[src/rtl/icache_ctrl_pkg.sv]
// Shared types and widths for the instruction cache controller.
package icache_ctrl_pkg;

   localparam int WORD_W   = 32;
   localparam int BLOCK_W  = 128;
   localparam int OFFSET_W = 2;
   localparam int INDEX_W  = 3;
   localparam int TAG_W    = 3;

   typedef enum logic [1:0] {
      S_IDLE  = 2'd0,
      S_FETCH = 2'd1,
      S_FILL  = 2'd2
   } state_e;

   // Picks one 32-bit word out of a 16-byte block; word n sits at bits [32n+31:32n].
   function automatic logic [WORD_W-1:0] word_sel(input logic [BLOCK_W-1:0] blk,
                                                  input logic [OFFSET_W-1:0] off);
      return blk[{off, 5'd0} +: WORD_W];
   endfunction

endpackage

[src/rtl/icache_array.sv]
// Line storage: valid bits (reset), tag and data arrays (no reset).
// One synchronous write port, one combinational read port.
module icache_array
   import icache_ctrl_pkg::*;
#(
   parameter int NLINES = 8,
   parameter int IDX_W  = 3,
   parameter int TG_W   = 3
) (
   input  logic               clk_sys,
   input  logic               rst_b,
   input  logic               wr_en,
   input  logic [IDX_W-1:0]   wr_idx,
   input  logic [TG_W-1:0]    wr_tag,
   input  logic [BLOCK_W-1:0] wr_data,
   input  logic [IDX_W-1:0]   rd_idx,
   output logic               rd_valid,
   output logic [TG_W-1:0]    rd_tag,
   output logic [BLOCK_W-1:0] rd_data
);

   logic [NLINES-1:0]  valid_d;
   logic [NLINES-1:0]  valid_q;
   logic [TG_W-1:0]    tag_q  [NLINES];
   logic [BLOCK_W-1:0] data_q [NLINES];

   // A completed fill marks its line valid; nothing ever invalidates except reset.
   always_comb begin
      valid_d = valid_q;
      if (wr_en) valid_d[wr_idx] = 1'b1;
   end

   // Valid bits are the only storage cleared by reset.
   always_ff @(posedge clk_sys or negedge rst_b) begin
      if (!rst_b) valid_q <= '0;
      else        valid_q <= valid_d;
   end

   // Tag and data are meaningless until valid is set, so they carry no reset.
   always_ff @(posedge clk_sys) begin
      if (wr_en) begin
         tag_q[wr_idx]  <= wr_tag;
         data_q[wr_idx] <= wr_data;
      end
   end

   assign rd_valid = valid_q[rd_idx];
   assign rd_tag   = tag_q[rd_idx];
   assign rd_data  = data_q[rd_idx];

endmodule

[src/rtl/icache_ctrl.sv]
// Direct-mapped, read-only instruction cache controller.
//
//   state   | meaning
//   --------+-----------------------------------------------------------
//   S_IDLE  | serve hits combinationally; a miss raises BUSYWAIT and
//           | captures index/tag for the refill
//   S_FETCH | MEM_READ held until MEM_BUSYWAIT falls; that edge writes
//           | the block into the captured line
//   S_FILL  | one settling cycle, then back to IDLE where the refetch hits
module icache_ctrl
   import icache_ctrl_pkg::*;
#(
   parameter int NLINES = 8,
   parameter int ADDR_W = 10
) (
   input  logic               CLK,
   input  logic               RESET,
   input  logic [31:0]        PC,
   output logic [WORD_W-1:0]  INSTRUCTION,
   output logic               BUSYWAIT,
   output logic               MEM_READ,
   output logic [ADDR_W-5:0]  MEM_ADDRESS,
   input  logic [BLOCK_W-1:0] MEM_READDATA,
   input  logic               MEM_BUSYWAIT
);

   localparam int IDX_W = $clog2(NLINES);
   localparam int TG_W  = ADDR_W - 4 - IDX_W;

   state_e             state_d, state_q;
   logic [IDX_W-1:0]   cap_idx_d, cap_idx_q;
   logic [TG_W-1:0]    cap_tag_d, cap_tag_q;

   logic [OFFSET_W-1:0] pc_off;
   logic [IDX_W-1:0]    pc_idx;
   logic [TG_W-1:0]     pc_tag;
   logic                pc_unused;

   logic                rd_valid;
   logic [TG_W-1:0]     rd_tag;
   logic [BLOCK_W-1:0]  rd_data;
   logic                hit;
   logic                wr_en;

   assign pc_off    = PC[3:2];
   assign pc_idx    = PC[4 +: IDX_W];
   assign pc_tag    = PC[4+IDX_W +: TG_W];
   assign pc_unused = ^{PC[31:ADDR_W], PC[1:0]};

   assign hit = rd_valid && (rd_tag == pc_tag);

   // The refill lands on the same edge that leaves FETCH; the data is valid in
   // the cycle MEM_BUSYWAIT is low.
   assign wr_en = (state_q == S_FETCH) && !MEM_BUSYWAIT;

   // Address comes from the captured line so a PC wobble mid-miss cannot
   // redirect the refill.
   assign MEM_ADDRESS = {cap_tag_q, cap_idx_q};

   icache_array #(
      .NLINES (NLINES),
      .IDX_W  (IDX_W),
      .TG_W   (TG_W)
   ) u_array (
      .clk_sys  (CLK),
      .rst_b    (RESET),
      .wr_en    (wr_en),
      .wr_idx   (cap_idx_q),
      .wr_tag   (cap_tag_q),
      .wr_data  (MEM_READDATA),
      .rd_idx   (pc_idx),
      .rd_valid (rd_valid),
      .rd_tag   (rd_tag),
      .rd_data  (rd_data)
   );

   // Next-state and output decode; outputs are forced quiet while reset is held
   // because an all-invalid cache would otherwise look like a miss.
   always_comb begin
      state_d     = state_q;
      cap_idx_d   = cap_idx_q;
      cap_tag_d   = cap_tag_q;
      BUSYWAIT    = 1'b0;
      MEM_READ    = 1'b0;
      INSTRUCTION = '0;
      unique case (state_q)
         S_IDLE: begin
            if (hit) begin
               INSTRUCTION = word_sel(rd_data, pc_off);
            end else begin
               BUSYWAIT  = 1'b1;
               state_d   = S_FETCH;
               cap_idx_d = pc_idx;
               cap_tag_d = pc_tag;
            end
         end
         S_FETCH: begin
            BUSYWAIT = 1'b1;
            MEM_READ = 1'b1;
            if (!MEM_BUSYWAIT) state_d = S_FILL;
         end
         S_FILL: begin
            BUSYWAIT = 1'b1;
            state_d  = S_IDLE;
         end
         default: state_d = S_IDLE;
      endcase
      if (!RESET) begin
         BUSYWAIT    = 1'b0;
         MEM_READ    = 1'b0;
         INSTRUCTION = '0;
      end
   end

   // State and captured miss address.
   always_ff @(posedge CLK or negedge RESET) begin
      if (!RESET) begin
         state_q   <= S_IDLE;
         cap_idx_q <= '0;
         cap_tag_q <= '0;
      end else begin
         state_q   <= state_d;
         cap_idx_q <= cap_idx_d;
         cap_tag_q <= cap_tag_d;
      end
   end

endmodule
[config.mk]
export PLATFORM = sky130hd
export DESIGN_NAME = icache_ctrl
export DESIGN_NICKNAME = d
export VERILOG_FILES = /design/src/rtl/icache_ctrl_pkg.sv /design/src/rtl/icache_array.sv /design/src/rtl/icache_ctrl.sv
export SDC_FILE = /design/constraint.sdc
export NUM_CORES = 1
export LEC_CHECK = 0
export ABC_AREA = 1
export CAP_MARGIN = 20
export CORE_MARGIN = 5
export CORE_UTILIZATION = 50
export CTS_CLUSTER_SIZE = 28
export DETAILED_ROUTE_END_ITERATION = 16
export DONT_BUFFER_PORTS = 1
export PLACE_DENSITY_LB_ADDON = 0.15
export SYNTH_ARGS = -nofsm -noshare
export SYNTH_HDL_FRONTEND = slang
export SYNTH_SLANG_ARGS = --single-unit
[constraint.sdc]
create_clock -name CLK -period 20.7 [get_ports CLK]
set_input_delay 3.105 -clock CLK [delete_from_list [all_inputs] [get_ports CLK]]
set_output_delay 3.105 -clock CLK [all_outputs]
set_load 0.03 [all_outputs]
==> results.py <==
metrics = {
    "setup_path": {
        "cp_common_cell": "nand2_1",
        "slowest_stage": "buf_4",
        "path_delay_family": "simple AND/OR/NAND/NOR gates",
        "setup.worst_path.end_class": "output pin",
        "path_buf_inv": 2,
        "required_ns": 17.59,
        "worst_setup_path_start_kind": "primary input",
        "worstSetupPathType": "primary input to output pin",
        "critical-path-max-stage-delay_ns": 0.86,
        "arrival_ns": 6.80,
        "path_cells": "inv_16 > buf_4 > nand2_1 > nand2_1 > nand2_1 > nand3_1 > nand2_1 > nand2_1 > nand2_1 > nor2_4 > nand3_4 > nor2_1",
        "path_max_fanout": 529,
    },
    "power_and_ir_drop": {
        "switching_power_uw": 1130,
        "pwr_density_cell_nw_per_um2": 104,
        "p_comb_frac": 0.076,
        "p_clk_frac": 0.394,
        "ir_drop_uv": 81.8,
        "p_seq_frac": 0.530,
        "p_leak_uw": 0.0163,
        "netSwitchingFraction": 0.231,
        "intPower_uw": 3760,
    },
    "hold_path": {
        "min_path_type": "flop to flop",
    },
    "clock_network": {
        "cts_root_buffer": "clkbuf_16",
        "ctsHoldBuffers": 0,
        "cts_setup_buffers": 0,
        "cts_buffers": 111,
        "cts_tree": "yes",
        "ctsResizeCount": 0,
        "path_clk_slew_ns": 0.06,
        "cts.sinks": 1064,
        "worstSkewPairLatency_ns": 0.69,
        "cts_max_level": 3,
        "cts_buffer_depth": 3,
    },
    "timing": {
        "fmax_ghz": 0.101,
        "setup_slack_ns": 10.80,
        "finalClockSkew_ns": 0.0280,
        "fin_tns_setup_ns": 0,
        "setup_viol": 0,
        "period_minus_slack_ns": 9.90,
        "slew_viol_final": 0,
        "finalCritPeriodShare": 0.478,
        "maxSlewHeadroom": 0.0783,
        "rsz0062_at_grt": "false",
        "hold_viol_final": 0,
        "worstMarginPinSlew_ns": 1.38,
    },
    "route": {
        "dr.pass1.iters": 6,
        "initialDrtViolationCount": 2654,
        "ant_nets": 0,
        "route.vias.total": 26890,
        "drc": 0,
        "wl_um": 111000,
        "wl_per_cell_um": 24.1,
        "vias_per_cell": 5.82,
    },
    "global_route": {
        "grt-ovfl-total": 0,
        "antenna_found_initial": 4,
        "grt_usage": 0.238,
        "first_global_vias": 25975,
        "grt_pass1_wl_um": 163000,
        "grt_start_max_net_pins": 530,
    },
    "floorplanning": {
        "die_y_um": 303,
        "die_w_um": 303,
        "io-pin-count": 203,
        "row_count": 107,
        "start_util": 0.503,
        "die-area_sq_um": 91600,
        "placeableCoreArea_sq_um": 85100,
    },
    "synth": {
        "ys.flop_type": "edfxtp_1",
        "synth_most_common_cell": "nand2_1",
        "ys_types": 25,
        "synth_top_area_cell": "edfxtp_1",
        "synth_edf_count": 1048,
        "postSynthAreaPerCell_sq_um": 12.3,
        "ys_warn_count": 0,
        "synth_area_sq_um": 42800,
        "syn_nets": 3647,
        "async_flop_share": 0.0150,
        "synth_top_area_share": 0.735,
        "synth_common_cells": "nand2_1 (1083), edfxtp_1 (1048), nand3_1 (823), buf_2 (111), a21oi_1 (109)",
        "syn_inst": 3479,
        "yosysSeqAreaShare": 0.744,
        "synth_area_leaders": "edfxtp_1 (73%), nand3_1 (9.6%), nand2_1 (9.5%)",
        "ys_seq_elements": 1064,
    },
    "run": {
        "maxCapViolations": 0,
    },
    "layout": {
        "antenna_cells": 0,
        "area_delta_synth_final_pct": 9.61,
        "fin_nets": 3554,
        "drive_above_1_share": 0.0595,
        "fillers": 6924,
        "register_area_sq_um": 31900,
        "multi_input_area_sq_um": 9650,
    },
    "placement": {
        "pre_cts_slack_ns": 10.84,
        "gp_congestion": 0.765,
        "io_buffers": 0,
        "dpl.hpwl_um": 52900,
    },
    "outcome": {
        "outcome": "complete, no violations",
    },
}
-- per-stage QoR --
step | total power (uW) | hold WS (ns) | utilization | cell area [sq um] | std cells
6_report | 4890 | 0.471 | 0.551 | 46900 | 4624
5_1_grt | 5070 | 0.485 | 0.551 | 46900 | 4624
4_1_cts | 4930 | 0.470 | 0.551 | 46900 | 4624
3_5_place_dp | 3010 | 0.456 | 0.509 | 43400 | 4417
3_3_place_gp | 2990 | 0.451 | 0.509 | 43400 | 4417
2_1_floorplan | 2920 | 0.439 | - | 42800 | 3479
-- placed cells by master (no fill, tap or decap), drive strengths merged --
cell type and n:
edfxtp 1048, clkinv 43, nand3 824, nand2 1089, a21oi 109, o21ai 5, inv 40, and2 9
clkbuf 149, or2 8, buf 24, a22oi 54, bufinv 10, nor2 44, ha 5, dfrtp 16
nand4 1, clkinvlp 2
-- final cells by class --
cell class              instances  area share
flip-flops and latches       1064       0.679
clock inverters                58      0.0132
well taps                    1144      0.0305
inverters                      37     0.00362
multi-input cells            2148       0.206
clock buffers                 149      0.0631
repair buffers                 24     0.00517
-- per-layer routing --
layer  global-route usage  up-vias  share of wire
met3               0.0659      177          0.095
met2                0.387     1100           0.48
met4               0.0707        0          0.028
li1                     -    12227              -
met5                    0        -              0
met1                0.319    13386           0.40
-- state kept, by name (all words and copies together) (netlist names) --
name	flops
u_array.valid_q	8
cap_tag_q	3
cap_idx_q	3
state_q	2
u_array.data_q	1024
u_array.tag_q	24
-- final timing paths --
path	endpoint	startpoint	cells past startpoint	slack, ns
max	INSTRUCTION[2]	PC[4]	12	10.80
min	u_array.valid_q[2]$_DFFE_PN0P_	u_array.valid_q[2]$_DFFE_PN0P_	1	0.47
max reg2reg	u_array.data_q[1][76]$_DFFE_PP_	state_q[1]$_DFFE_PN0P_	9	16.72
min reg2reg	u_array.valid_q[2]$_DFFE_PN0P_	u_array.valid_q[2]$_DFFE_PN0P_	1	0.47
max in group asynchronous	u_array.valid_q[5]$_DFFE_PN0P_	RESET	0	18.46
min in group asynchronous	cap_idx_q[0]$_DFFE_PN0P_	RESET	0	2.14
-- logic make-up after synthesis --
logic type | count (synthesis) | share of synthesized area
buffers and inverters | 267 | 0.0320
and+or+nand+nor | 1975 | 0.199
adders and majority gates | 5 | 0.00146
DFF | 1064 | 0.744
AOI/OAI and AO/OA | 168 | 0.0230
-- power by group through the flow --
stage / clock (uW) / sequential [uW] / combinational (uW)
CTS: 1960 / 2590 / 372
global route: 2060 / 2600 / 406
detailed placement: 0 / 2640 / 371
global placement: 0 / 2630 / 362
floorplan: 0 / 2650 / 275
finish: 1930 / 2590 / 372
No activity file was read; power rests on OpenSTA's default activity.
